File: config.mk
export PLATFORM = sky130hd
export DESIGN_NAME = ime_cost_accum
export DESIGN_NICKNAME = d
export VERILOG_FILES = /design/src/rtl/ime_cost_accum.sv
export SDC_FILE = /design/constraint.sdc
export NUM_CORES = 1
export LEC_CHECK = 0
export BUFFER_PORTS_ARGS = -buffer_cell sky130_fd_sc_hd__buf_2
export CAP_MARGIN = 5
export CORE_MARGIN = 10
export CORE_UTILIZATION = 50
export DETAILED_ROUTE_END_ITERATION = 8
export PLACE_DENSITY = 0.7
export REMOVE_ABC_BUFFERS = 1
export SKIP_LAST_GASP = 1
export SLEW_MARGIN = 20
export SYNTH_ARGS = -nofsm -noshare
export SYNTH_HDL_FRONTEND = slang
export SYNTH_SLANG_ARGS = --single-unit
export TNS_END_PERCENT = 20
File: constraint.sdc
create_clock -name clk -period 8.4 [get_ports clk]
set_input_delay 1.68 -clock clk [delete_from_list [all_inputs] [get_ports clk]]
set_output_delay 1.68 -clock clk [all_outputs]
set_load 0.005 [all_outputs]
File: src/rtl/ime_cost_accum.sv
// ime_cost_accum: accumulates per-row left/right SAD halves of one CU into
// four quadrant sums and, after the last row, presents the nine PU costs
// (NxN x4, 2NxN x2, Nx2N x2, 2Nx2N) plus a common MV bias, with a done strobe.
// Optional feature macro: IME_COST_SAT_EN (bias addition saturates instead of wrapping).
module ime_cost_accum #(
    parameter int unsigned PIXEL_WIDTH = 8,
    parameter int unsigned SAD_WIDTH   = PIXEL_WIDTH + 4,
    parameter int unsigned COST_WIDTH  = PIXEL_WIDTH + 12
) (
    input  logic                  clk,
    input  logic                  rst_n,
    input  logic                  start_i,
    input  logic [1:0]            blk_size_i,
    input  logic [COST_WIDTH-1:0] bias_i,
    input  logic                  row_val_i,
    input  logic [SAD_WIDTH-1:0]  sad_l_i,
    input  logic [SAD_WIDTH-1:0]  sad_r_i,
    output logic                  busy_o,
    output logic                  done_o,
    output logic [COST_WIDTH-1:0] cost_NxN_00_o,
    output logic [COST_WIDTH-1:0] cost_NxN_01_o,
    output logic [COST_WIDTH-1:0] cost_NxN_02_o,
    output logic [COST_WIDTH-1:0] cost_NxN_03_o,
    output logic [COST_WIDTH-1:0] cost_2NxN_0_o,
    output logic [COST_WIDTH-1:0] cost_2NxN_1_o,
    output logic [COST_WIDTH-1:0] cost_Nx2N_0_o,
    output logic [COST_WIDTH-1:0] cost_Nx2N_1_o,
    output logic [COST_WIDTH-1:0] cost_2Nx2N_o
);

    localparam int unsigned CNT_WIDTH = 5;

    typedef enum logic [1:0] {
        IDLE = 2'd0,
        ACCU = 2'd1,
        OUT  = 2'd2
    } fsmState_e;

    fsmState_e             state;
    logic [CNT_WIDTH-1:0]  rowCnt;
    logic [1:0]            sizeLat;
    logic [COST_WIDTH-1:0] biasLat;
    logic [COST_WIDTH-1:0] q00;
    logic [COST_WIDTH-1:0] q01;
    logic [COST_WIDTH-1:0] q02;
    logic [COST_WIDTH-1:0] q03;

    logic [CNT_WIDTH-1:0]  rowsM1;
    logic [CNT_WIDTH-1:0]  halfM1;
    logic                  rowAcc;
    logic                  lastRow;
    logic                  upperHalf;
    logic [COST_WIDTH-1:0] sadL;
    logic [COST_WIDTH-1:0] sadR;
    logic [COST_WIDTH-1:0] nq00;
    logic [COST_WIDTH-1:0] nq01;
    logic [COST_WIDTH-1:0] nq02;
    logic [COST_WIDTH-1:0] nq03;
    logic [COST_WIDTH-1:0] sumTop;
    logic [COST_WIDTH-1:0] sumBot;
    logic [COST_WIDTH-1:0] sumLeft;
    logic [COST_WIDTH-1:0] sumRight;
    logic [COST_WIDTH-1:0] sumAll;

    // Bias addition is the only operation that can exceed COST_WIDTH.
    function automatic logic [COST_WIDTH-1:0] addBias(
        input logic [COST_WIDTH-1:0] a,
        input logic [COST_WIDTH-1:0] b
    );
`ifdef IME_COST_SAT_EN
        logic [COST_WIDTH:0] s;
        s = {1'b0, a} + {1'b0, b};
        return s[COST_WIDTH] ? {COST_WIDTH{1'b1}} : s[COST_WIDTH-1:0];
`else
        return a + b;
`endif
    endfunction

    // Row bookkeeping, next quadrant sums (including the row accepted this cycle) and partial sums.
    always_comb begin
        rowsM1    = CNT_WIDTH'(31);
        halfM1    = CNT_WIDTH'(15);
        rowAcc    = 1'b0;
        lastRow   = 1'b0;
        upperHalf = 1'b0;
        sadL      = COST_WIDTH'(sad_l_i);
        sadR      = COST_WIDTH'(sad_r_i);

        case (sizeLat)
            2'd0:    rowsM1 = CNT_WIDTH'(7);
            2'd1:    rowsM1 = CNT_WIDTH'(15);
            default: rowsM1 = CNT_WIDTH'(31);
        endcase
        halfM1    = rowsM1 >> 1;
        upperHalf = (rowCnt > halfM1);

        // start_i has priority: a row arriving together with start is dropped.
        rowAcc  = (state == ACCU) && row_val_i && !start_i;
        lastRow = rowAcc && (rowCnt == rowsM1);

        nq00 = q00;
        nq01 = q01;
        nq02 = q02;
        nq03 = q03;
        if (rowAcc) begin
            if (upperHalf) begin
                nq02 = q02 + sadL;
                nq03 = q03 + sadR;
            end else begin
                nq00 = q00 + sadL;
                nq01 = q01 + sadR;
            end
        end

        sumTop   = nq00 + nq01;
        sumBot   = nq02 + nq03;
        sumLeft  = nq00 + nq02;
        sumRight = nq01 + nq03;
        sumAll   = sumTop + sumBot;
    end

    // Control FSM, accumulators and registered cost outputs.
    always_ff @(posedge clk or negedge rst_n) begin
        if (!rst_n) begin
            state         <= IDLE;
            rowCnt        <= '0;
            sizeLat       <= '0;
            biasLat       <= '0;
            q00           <= '0;
            q01           <= '0;
            q02           <= '0;
            q03           <= '0;
            busy_o        <= 1'b0;
            done_o        <= 1'b0;
            cost_NxN_00_o <= '0;
            cost_NxN_01_o <= '0;
            cost_NxN_02_o <= '0;
            cost_NxN_03_o <= '0;
            cost_2NxN_0_o <= '0;
            cost_2NxN_1_o <= '0;
            cost_Nx2N_0_o <= '0;
            cost_Nx2N_1_o <= '0;
            cost_2Nx2N_o  <= '0;
        end else begin
            done_o <= 1'b0;
            if (start_i) begin
                // New CU from any state; an unfinished CU is silently dropped.
                state   <= ACCU;
                busy_o  <= 1'b1;
                rowCnt  <= '0;
                sizeLat <= blk_size_i;
                biasLat <= bias_i;
                q00     <= '0;
                q01     <= '0;
                q02     <= '0;
                q03     <= '0;
            end else begin
                case (state)
                    IDLE: begin
                        state <= IDLE;
                    end
                    ACCU: begin
                        q00 <= nq00;
                        q01 <= nq01;
                        q02 <= nq02;
                        q03 <= nq03;
                        if (rowAcc) begin
                            rowCnt <= rowCnt + CNT_WIDTH'(1);
                        end
                        if (lastRow) begin
                            state         <= OUT;
                            busy_o        <= 1'b0;
                            done_o        <= 1'b1;
                            cost_NxN_00_o <= addBias(nq00, biasLat);
                            cost_NxN_01_o <= addBias(nq01, biasLat);
                            cost_NxN_02_o <= addBias(nq02, biasLat);
                            cost_NxN_03_o <= addBias(nq03, biasLat);
                            cost_2NxN_0_o <= addBias(sumTop, biasLat);
                            cost_2NxN_1_o <= addBias(sumBot, biasLat);
                            cost_Nx2N_0_o <= addBias(sumLeft, biasLat);
                            cost_Nx2N_1_o <= addBias(sumRight, biasLat);
                            cost_2Nx2N_o  <= addBias(sumAll, biasLat);
                        end
                    end
                    OUT: begin
                        state <= IDLE;
                    end
                    default: begin
                        state  <= IDLE;
                        busy_o <= 1'b0;
                    end
                endcase
            end
        end
    end

endmodule

==> flow_summary.json, run 1 <==
{
  "holdBufCountCts": 0,
  "pre_cts_slack_ns": -0.0266,
  "first_global_vias": 19900,
  "vias": 19700,
  "p_per_area_mw_per_mm2": 160,
  "start_util_pct": 50.7,
  "postRouteAntennaNets": 0,
  "postLayoutCoreUtil_pct": 59.2,
  "async_flop_share_pct": 100,
  "rsz0062_at_grt": "no",
  "cts.clk_slew.worst_paths_ns": 0.06,
  "core_area_mm2": 0.0456,
  "intPower_mw": 2.92,
  "switchingPower_mw": 1.39,
  "hpwl_mm": 53.8,
  "viasPerCell": 5.58,
  "max-cap-violations": 0,
  "antenna_found_initial": 9,
  "drv_slew": 0,
  "worst_slew_pin_slew_ns": 1.21,
  "synth-edff-count": 0,
  "grt_pass1_wl_mm": 107,
  "grt_max_degree": 254,
  "wl_per_cell_um": 19.3,
  "ys_seq_elements": 291,
  "cts-root-buf": "clkbuf_16",
  "final_cells": 3534,
  "netlist_area_mm2": 0.0231,
  "critical_path_class": "in -> reg",
  "wl_mm": 68.1,
  "overflow": 0,
  "crit_path_start_kind": "primary input",
  "end_kind": "register",
  "cts_sinks": 291,
  "swShare_pct": 32.2,
  "relSlewSlack_pct": 19.5,
  "num-nets-final": 3283,
  "cp.required_ns": 8.84,
  "area_growth_pct": 16.8,
  "yosysUniqueCellTypes": 73,
  "tritoncts": "done",
  "grtUsageTotal_pct": 24.0,
  "critPathMaxFanout": 3,
  "power.leakage_nw": 14.8,
  "synth-seq-area-share_pct": 31.5,
  "critPathSlowestCell": "or4_1",
  "yosys_warnings": 0,
  "gp_congestion": 0.937,
  "cp.arrival_ns": 8.41,
  "setup_viol": 0,
  "synth_area_leader_cell": "dfrtp_1",
  "clockBufferDepth": 3,
  "die-area_mm2": 0.0552,
  "synth_ff_type": "dfrtp_1",
  "p_seq_share_pct": 33.9,
  "syn_area_per_cell_um2": 8.95,
  "tns_ns": 0,
  "cts_resized": 0,
  "numCtsBuffers": 37,
  "critical_path.max_stage_delay_ns": 0.53,
  "port_buffers": 231,
  "crit_top_cell": "o21ai_0",
  "ioPinCount": 232,
  "htreeDepth": 2,
  "status": "finished, final reports clean",
  "synth_most_common_cell": "nand2_1",
  "synth_cells": 2581,
  "clockPowerShare_pct": 39.1,
  "layout_setup_ws_ns": 0.435,
  "synth.top_cells.by_count": "nand2_1 (374), dfrtp_1 (291), o21ai_0 (284)",
  "drc": 0,
  "yosysTopAreaCellShare_pct": 31.5,
  "combPwrFrac_pct": 27.0,
  "drt-initial-drc-count": 1292,
  "clock.fmax_mhz": 126,
  "die_w_um": 235,
  "whs_ns": 0.466,
  "fin_skew_ns": 0.0232,
  "die_y_um": 235,
  "ir_drop_mv": 0.155,
  "final-hold-violation-count": 0,
  "holdCritPathClass": "reg -> reg",
  "rows": 78,
  "clock_latency_ns": 0.57,
  "dr.pass1.iters": 5,
  "synth_area_leaders": "dfrtp_1 (32%), ha_1 (14%), fa_1 (6.2%), o21ai_0 (6.2%), nand2_1 (6.1%)",
  "fin_crit_ns": 7.97,
  "cts_setup_buffers": 0,
  "drive_above_1_share_pct": 15.4,
  "min_period_over_period_pct": 94.8,
  "dpl.cell_count": 3464
}
stage by stage:
stage | cell area, um^2 | power [mW]
after detailed placement | 25700 | 2.63
final | 27000 | 4.31
after floorplan | 22800 | 2.24
after CTS | 26900 | 4.33
after global routing | 27000 | 4.52
after global placement | 25700 | 2.60
flip-flops by register name, indices dropped and copies added (netlist names), 5 cells and up:
name / flops
biasLat: 20
cost_2Nx2N_o: 20
cost_2NxN_0_o: 20
cost_2NxN_1_o: 20
cost_Nx2N_0_o: 20
cost_Nx2N_1_o: 20
cost_NxN_00_o: 20
cost_NxN_01_o: 20
cost_NxN_02_o: 20
cost_NxN_03_o: 20
q00: 20
q01: 20
q02: 20
q03: 20
rowCnt: 5
final timing paths:
path	cells past startpoint	startpoint	slack (ns)	endpoint
setup reg to reg	34	sizeLat[0]$_DFFE_PN0P_	0.71	cost_2Nx2N_o[19]$_DFFE_PN0P_
hold reg to reg	2	cost_NxN_03_o[1]$_DFFE_PN0P_	0.47	cost_NxN_03_o[1]$_DFFE_PN0P_
setup / recovery	31	sad_l_i[0]	0.43	cost_2Nx2N_o[19]$_DFFE_PN0P_
max in group asynchronous	2	rst_n	5.95	cost_2Nx2N_o[16]$_DFFE_PN0P_
hold / removal	2	cost_NxN_03_o[1]$_DFFE_PN0P_	0.47	cost_NxN_03_o[1]$_DFFE_PN0P_
min in group asynchronous	1	rst_n	1.08	cost_Nx2N_1_o[2]$_DFFE_PN0P_
layout by cell type (no fill, tap or decap), types with 5 or more instances in the layout:
| cell | count |
|---|---|
| nand2_1 | 374 |
| dfrtp_1 | 291 |
| o21ai_0 | 284 |
| ha_1 | 257 |
| buf_2 | 230 |
| inv_1 | 178 |
| xnor2_1 | 140 |
| a21oi_1 | 132 |
| buf_4 | 112 |
| xor2_1 | 110 |
| nor2_1 | 95 |
| a21o_1 | 83 |
| fa_1 | 72 |
| and2_1 | 69 |
| nand3_1 | 48 |
| nand2b_1 | 44 |
| clkbuf_16 | 39 |
| o31ai_1 | 31 |
| nor3_1 | 31 |
| o21bai_1 | 27 |
| a211oi_1 | 24 |
| and3_1 | 23 |
| nor2b_1 | 18 |
| o21a_1 | 16 |
| a21boi_0 | 14 |
| a31oi_1 | 14 |
| or3_1 | 14 |
| mux2_2 | 11 |
| a211o_1 | 10 |
| nand4_1 | 10 |
| or2_2 | 8 |
| a31o_2 | 7 |
| mux2i_1 | 7 |
| o211ai_1 | 7 |
| clkinv_2 | 7 |
| clkbuf_8 | 5 |
cells by family after synthesis:
logic type                 Yosys count  synth area share, %
and+or+nand+nor                    748                 14.9
AOI/OAI and AO/OA                  699                 18.7
adders and majority gates          329                 20.2
DFF                                291                 31.5
xor gates and xnor gates           255                 9.91
buffers and inverters              241                 3.99
muxes                               18                0.839
power by group through the flow:
stage / Sequential [mW] / Combinational [mW] / Clock [mW]
2_1_floorplan: 1.48 / 0.758 / 0
3_3_place_gp: 1.49 / 1.12 / 0
3_5_place_dp: 1.49 / 1.14 / 0
4_1_cts: 1.46 / 1.15 / 1.72
5_1_grt: 1.47 / 1.29 / 1.77
6_report: 1.46 / 1.16 / 1.69
per-layer routing:
layer / track usage (%) / up-vias / wire length (um) / share of wire (%)
li1: - / 9593 / - / -
met1: 32.4 / 9436 / 30900 / 45
met2: 38.5 / 596 / 31000 / 45
met3: 4.80 / 97 / 4720 / 6.9
met5: 0 / - / 21 / 0.031
met4: 6.34 / 4 / 1540 / 2.3
cell type report:
| cell class | count | area, um^2 |
|---|---|---|
| fill | 3987 | 18600 |
| sequential | 291 | 7280 |
| inverter | 178 | 668 |
| clock inverter | 20 | 229 |
| tap | 600 | 751 |
| antenna | 4 | 10.0 |
| clock buffer | 45 | 1050 |
| timing repair buffer | 347 | 2090 |
| multi-input combinational | 2049 | 14900 |
worst max-delay path: cells and delay by family:
family	cells	cell delay (ns)
AO/OA/AOI/OAI	12	2.74
AND/OR/NAND/NOR	6	1.10
adder cells (fa/ha/maj)	5	1.58
buffers and inverters	5	0.42
XOR/XNOR	2	0.59
multiplexers	1	0.26
Note: power is estimated with default switching activity, not from simulation.
==> inputs of run 2 (changes only) <==
--- a/config.mk
+++ b/config.mk
@@ -5,6 +5,7 @@
 export SDC_FILE = /design/constraint.sdc
 export NUM_CORES = 1
 export LEC_CHECK = 0
+export ABC_AREA = 1
 export BUFFER_PORTS_ARGS = -buffer_cell sky130_fd_sc_hd__buf_2
 export CAP_MARGIN = 5
 export CORE_MARGIN = 10
==> run 2 against run 1 <==
- flip-flop and latch count is the same
- clock skew is 0.019 ns higher
- via count grew 18%
- critical path depth up 5
- total power is 1.4% higher
- die area grew 6.4%
- final cell count increased by 20%
- hold slack better by 0.0086 ns
- critical endpoint unchanged
- largest cell class unchanged
- largest power group unchanged
==> flow_summary.json, run 2 <==
{
  "synth_area_leaders": "dfrtp_1 (29%), ha_1 (13%), nand2_1 (12%), inv_1 (6.2%), o21ai_0 (6.0%)",
  "die_y_um": 242,
  "postRouteAntennaNets": 0,
  "gp_congestion": 0.987,
  "final-hold-violation-count": 0,
  "wl_per_cell_um": 19.6,
  "cts.clk_slew.worst_paths_ns": 0.06,
  "ir_drop_mv": 0.125,
  "ys_seq_elements": 291,
  "fin_area_mm2": 0.0282,
  "postLayoutCoreUtil_pct": 57.6,
  "hpwl_mm": 65.8,
  "first_global_vias": 22400,
  "r2r_slack_ns": 1.58,
  "r2r_start": "sizeLat[0]$_DFFE_PN0P_",
  "critPathSlowestCell": "fa_1",
  "synth-seq-area-share_pct": 29.5,
  "dr.pass1.iters": 5,
  "worst_slew_pin_slew_ns": 1.09,
  "ff_latch_area_mm2": 0.00728,
  "path_delay_family": "compound AO/OA/AOI/OAI gates",
  "holdBufCountCts": 0,
  "synth_most_common_cell": "nand2_1",
  "drc": 0,
  "async_flop_share_pct": 100,
  "min_from": "cost_NxN_02_o[0]$_DFFE_PN0P_",
  "wl_met1_mm": 36.8,
  "viasPerCell": 5.48,
  "drive_above_1_share_pct": 11.8,
  "grtUsageTotal_pct": 27.7,
  "tns_ns": 0,
  "max-cap-violations": 0,
  "crit_buf_inv": 8,
  "highest_layer": "met4",
  "core_area_mm2": 0.0490,
  "cp.required_ns": 8.86,
  "htreeDepth": 2,
  "final_common_cell": "nand2_1",
  "power_mw": 4.37,
  "critical_path_class": "in -> reg",
  "relSlewSlack_pct": 27.2,
  "cts_sinks": 291,
  "antenna_found_initial": 3,
  "pre_cts_slack_ns": 0.503,
  "fin_skew_ns": 0.0422,
  "end_kind": "register",
  "layout_common_cells": "nand2_1 (769), inv_1 (406), o21ai_0 (293)",
  "wl_mm": 83.5,
  "num-nets-final": 3927,
  "yosys_warnings": 0,
  "drv_slew": 0,
  "layout_setup_ws_ns": 0.968,
  "port_buffers": 231,
  "cts_setup_buffers": 0,
  "holdPathStages": 2,
  "rsz0062_at_grt": "no",
  "power.leakage_nw": 15.1,
  "met2_length_mm": 36.4,
  "cts-root-buf": "clkbuf_16",
  "holdCritPathClass": "reg -> reg",
  "netlist_area_mm2": 0.0247,
  "fin_crit_ns": 7.43,
  "placedInstanceArea_mm2": 0.0269,
  "clock.fmax_mhz": 135,
  "critPathMaxFanout": 6,
  "tritoncts": "done",
  "yosysUniqueCellTypes": 49,
  "whs_ns": 0.475,
  "die_w_um": 242,
  "start_util_pct": 50.5,
  "yosysTopAreaCellShare_pct": 29.5,
  "status": "finished, final reports clean",
  "synth_ff_type": "dfrtp_1",
  "synth-edff-count": 0,
  "grt_pass1_wl_mm": 128,
  "fillers": 4733,
  "route.met3.wl_mm": 7.29,
  "grt_max_degree": 103,
  "rows": 81,
  "final_cells": 4248,
  "synth_area_leader_cell": "dfrtp_1",
  "area_growth_pct": 14.0,
  "dpl.cell_count": 4173,
  "p_per_area_mw_per_mm2": 155,
  "syn_area_per_cell_um2": 7.53,
  "timing.rr.end": "cost_2Nx2N_o[19]$_DFFE_PN0P_",
  "multiInputGateArea_mm2": 0.0157,
  "clockBufferDepth": 3,
  "hold-path-endpoint": "cost_NxN_02_o[0]$_DFFE_PN0P_",
  "clock_latency_ns": 0.59,
  "synth.top_cells.by_count": "nand2_1 (769), inv_1 (406), o21ai_0 (294)",
  "critical_path.max_stage_delay_ns": 0.49,
  "setup_viol": 0,
  "die-area_mm2": 0.0587,
  "cts_resized": 0,
  "vias": 23300,
  "overflow": 0,
  "crit_path_start_kind": "primary input",
  "ioPinCount": 232,
  "drt-initial-drc-count": 2138,
  "numCtsBuffers": 37,
  "rr_worst_depth": 40,
  "cp.arrival_ns": 7.89,
  "min_period_over_period_pct": 88.5,
  "synth_cells": 3284
}
## run 2: cell count changes in the layout (fill, tap and decap cells not counted), moves of 41 or more
cell	delta
a21o_1	-75
a21oi_1	+149
a31oi_1	+41
and2_1	-61
buf_4	-52
inv_1	+228
nand2_1	+395
nand2b_1	-43
nand3_1	+66
nor2_1	+123
or2_2	+48
xnor2_1	-59
## run 2: worst max path at each step
| stage | startpoint | end | slack (ns) | depth (start not counted) |
|---|---|---|---|---|
| finish | sad_r_i[0] | cost_2Nx2N_o[19]$_DFFE_PN0P_ | 0.97 | 36 |
| global route | sad_l_i[0] | cost_2Nx2N_o[19]$_DFFE_PN0P_ | 0.25 | 40 |
| detailed placement | sad_l_i[0] | cost_2Nx2N_o[19]$_DFFE_PN0P_ | 0.50 | 38 |
| CTS | sad_l_i[0] | cost_2Nx2N_o[19]$_DFFE_PN0P_ | 1.10 | 38 |
| floorplan | start_i | cost_2NxN_0_o[3]$_DFFE_PN0P_ | -0.78 | 7 |
| global placement | sad_r_i[0] | cost_2Nx2N_o[19]$_DFFE_PN0P_ | 0.60 | 36 |
## run 2: kinds of logic (layout without fill, tap and decap cells)
kind of cell	after synthesis	after routing	synth area share, %
AO/OA/AOI/OAI	736	736	16.3
XOR/XNOR	195	195	6.94
adder cells (fa/ha/maj)	329	329	18.8
buffers and inverters	473	765	7.22
flip-flops	291	291	29.5
other	0	8	0
AND/OR/NAND/NOR	1260	1260	21.2
## run 2: worst register-to-register path: cells and delay by family (launching register included)
kind / cells / cell delay, ns
flops: 1 / 0.38
simple gates: 20 / 2.21
fa+ha+maj: 4 / 1.54
buf+inv: 9 / 1.03
compound gates: 7 / 1.55
## run 2: area by class of cell
cell class | instances | share of cell area [%]
sequential | 291 | 25.8
tap | 664 | 2.95
multi-input combinational | 2520 | 55.6
timing repair buffer | 290 | 5.72
clock buffer | 49 | 3.62
antenna | 8 | 0.0710
inverter | 408 | 5.44
clock inverter | 18 | 0.768
## run 2: routing by layer
layer / vias to the layer above / global-route usage (%)
li1: 11400 / -
met1: 10900 / 37.3
met2: 829 / 42.4
met3: 156 / 6.72
met4: 0 / 9.73
met5: - / 0
## run 2: where the power goes
group          leakage (nW)  internal, mW  switching (mW)
Clock                 0.602         0.984           0.682
Combinational          10.5         0.424           0.832
Sequential             4.01          1.42          0.0270
Total                  15.1          2.83            1.54
==> inputs of run 3 (changes only) <==
==> constraint.sdc (replaced) <==
create_clock -name clk -period 8.4 [get_ports clk]
set_input_delay 0.42 -clock clk [delete_from_list [all_inputs] [get_ports clk]]
set_output_delay 0.42 -clock clk [all_outputs]
set_load 0.005 [all_outputs]
==> run 3 against run 2 <==
- sequential power about the same
- total power is 0.53% lower
- first-iteration DRC count rose by 5.8%
- final cell count down 0.47%
- wire length grew 0.29%
- register-to-register slack got worse by 0.38 ns
- largest cell class unchanged
==> flow_summary.json, run 3 (synthesis results as in run 2) <==
{
  "combPwrFrac_pct": 28.8,
  "critPathMaxFanout": 24,
  "num_antenna_cells": 0,
  "p_per_area_mw_per_mm2": 155,
  "rsz0062_at_grt": "no",
  "drv_slew": 0,
  "crit_path_start_kind": "register",
  "end_kind": "register",
  "status": "finished, final reports clean",
  "switchingPower_mw": 1.53,
  "clock_latency_ns": 0.57,
  "cts_setup_buffers": 0,
  "path_delay_family": "simple AND/OR/NAND/NOR gates",
  "critical_path.max_stage_delay_ns": 0.58,
  "htreeDepth": 2,
  "cp.required_ns": 8.85,
  "drc": 0,
  "fin_area_mm2": 0.0281,
  "cp.arrival_ns": 7.65,
  "num-nets-final": 3915,
  "crit_top_cell": "nand2_1",
  "ioPinCount": 232,
  "viasPerCell": 5.51,
  "holdCritPathClass": "in -> reg",
  "cts.clk_slew.worst_paths_ns": 0.06,
  "overflow": 0,
  "critical_path_class": "reg -> reg",
  "critPathLaunch": "sizeLat[0]$_DFFE_PN0P_",
  "grt_max_degree": 125,
  "antenna_found_initial": 0,
  "first_global_vias": 22300,
  "fillers": 4637,
  "area_growth_pct": 13.6,
  "swShare_pct": 35.3,
  "postRouteAntennaNets": 0,
  "placedInstanceArea_mm2": 0.0268,
  "wl_mm": 83.7,
  "numCtsBuffers": 37,
  "grt_pass1_wl_mm": 129,
  "r2r_start": "sizeLat[0]$_DFFE_PN0P_",
  "critPathSlowestCell": "o311ai_0",
  "intPower_mw": 2.81,
  "clockBufferDepth": 3,
  "final_common_cell": "nand2_1",
  "die_w_um": 242,
  "relSlewSlack_pct": 33.7,
  "tns_ns": 0,
  "rows": 81,
  "postLayoutCoreUtil_pct": 57.4,
  "start_util_pct": 50.5,
  "min_from": "bias_i[6]",
  "cts_sinks": 291,
  "p_seq_share_pct": 33.3,
  "min_period_over_period_pct": 85.7,
  "setup_viol": 0,
  "final-hold-violation-count": 0,
  "max-cap-violations": 0,
  "crit_buf_inv": 6,
  "tritoncts": "done",
  "grtUsageTotal_pct": 27.9,
  "die-area_mm2": 0.0587,
  "drt-initial-drc-count": 2263,
  "die_y_um": 242,
  "layout_common_cells": "nand2_1 (769), inv_1 (406), o21ai_0 (294)",
  "port_buffers": 231,
  "cts-root-buf": "clkbuf_16",
  "wl_per_cell_um": 19.8,
  "clock.fmax_mhz": 139,
  "ir_drop_mv": 0.127,
  "power.leakage_nw": 15.0,
  "drive_above_1_share_pct": 11.5,
  "vias": 23300,
  "fin_crit_ns": 7.20,
  "fin_skew_ns": 0.0249,
  "gp_congestion": 0.994,
  "worst_slew_pin_slew_ns": 0.983,
  "core_area_mm2": 0.0490,
  "dr.pass1.iters": 5,
  "hpwl_mm": 66.3,
  "clockPowerShare_pct": 37.9
}
## run 3: changes by cell type in the layout (fill, tap and decap cells not counted), sizes merged
cell         change
buf             -13
diode            -8
bufinv           -2
clkbuf           +2
clkinv           -2
clkinvlp         +2
dlygate4sd3      +1
## run 3: tightest hold or removal path: cells and delay by family
family                 cells  cell delay (ns)
buffers and inverters      1             0.08
and+or+nand+nor            1             0.04
AOI/OAI and AO/OA          1             0.06
## run 3: area by class of cell
class                           count  area, um^2  area share [%]
Multi-Input combinational cell   2520       15700            55.8
Clock buffer                       51        1080            3.85
Sequential cell                   291        7280            25.9
Tap cell                          664         831            2.96
Inverter                          408        1530            5.46
Timing Repair Buffer              278        1520            5.43
Clock inverter                     16         158           0.561
## run 3: power groups by stage
stage / logic (mW) / registers [mW] / clock network, mW
after floorplan: 0.809 / 1.48 / 0
after global placement: 1.22 / 1.47 / 0
after detailed placement: 1.22 / 1.47 / 0
after CTS: 1.23 / 1.45 / 1.67
after global routing: 1.39 / 1.45 / 1.72
final: 1.25 / 1.45 / 1.65
## run 3: path summary, 6_finish.rpt
path                                                  to  slack [ns]  cells after the start
setup / recovery            cost_2Nx2N_o[19]$_DFFE_PN0P_        1.20                     36
hold / removal                    biasLat[6]$_DFFE_PN0P_        0.06                      3
setup reg to reg            cost_2Nx2N_o[19]$_DFFE_PN0P_        1.20                     36
hold reg to reg             cost_Nx2N_0_o[4]$_DFFE_PN0P_        0.47                      2
max in group asynchronous   cost_NxN_02_o[6]$_DFFE_PN0P_        6.35                      3
min in group asynchronous  cost_2NxN_0_o[11]$_DFFE_PN0P_        0.55                      2
## run 3: layer usage
metal	wire length, um	part of all wire [%]	track usage, %	vias to the layer above
met5	0	0	0	-
met4	3480	4.2	11.2	0
met3	6750	8.1	6.01	182
met2	36600	44	43.0	899
met1	36900	44	37.3	10800
li1	-	-	-	11400
## run 3: stage by stage
step / setup WS (ns) / cells / hold slack (ns) / power, mW
6_report: 1.20 / 4228 / 0.0648 / 4.35
5_1_grt: 0.504 / 4228 / 0.0729 / 4.56
4_1_cts: 1.31 / 4228 / 0.0449 / 4.35
3_5_place_dp: 1.33 / 4160 / 0.462 / 2.69
3_3_place_gp: 1.53 / 4160 / 0.459 / 2.69
2_1_floorplan: 0.303 / 3219 / 0.124 / 2.28
## run 3: repair_timing
| action | CTS | global route |
|---|---|---|
| hold endpoints to repair | 13 | 0 |
| hold buffers | 1 | 0 |
| resized for setup | 0 | 0 |
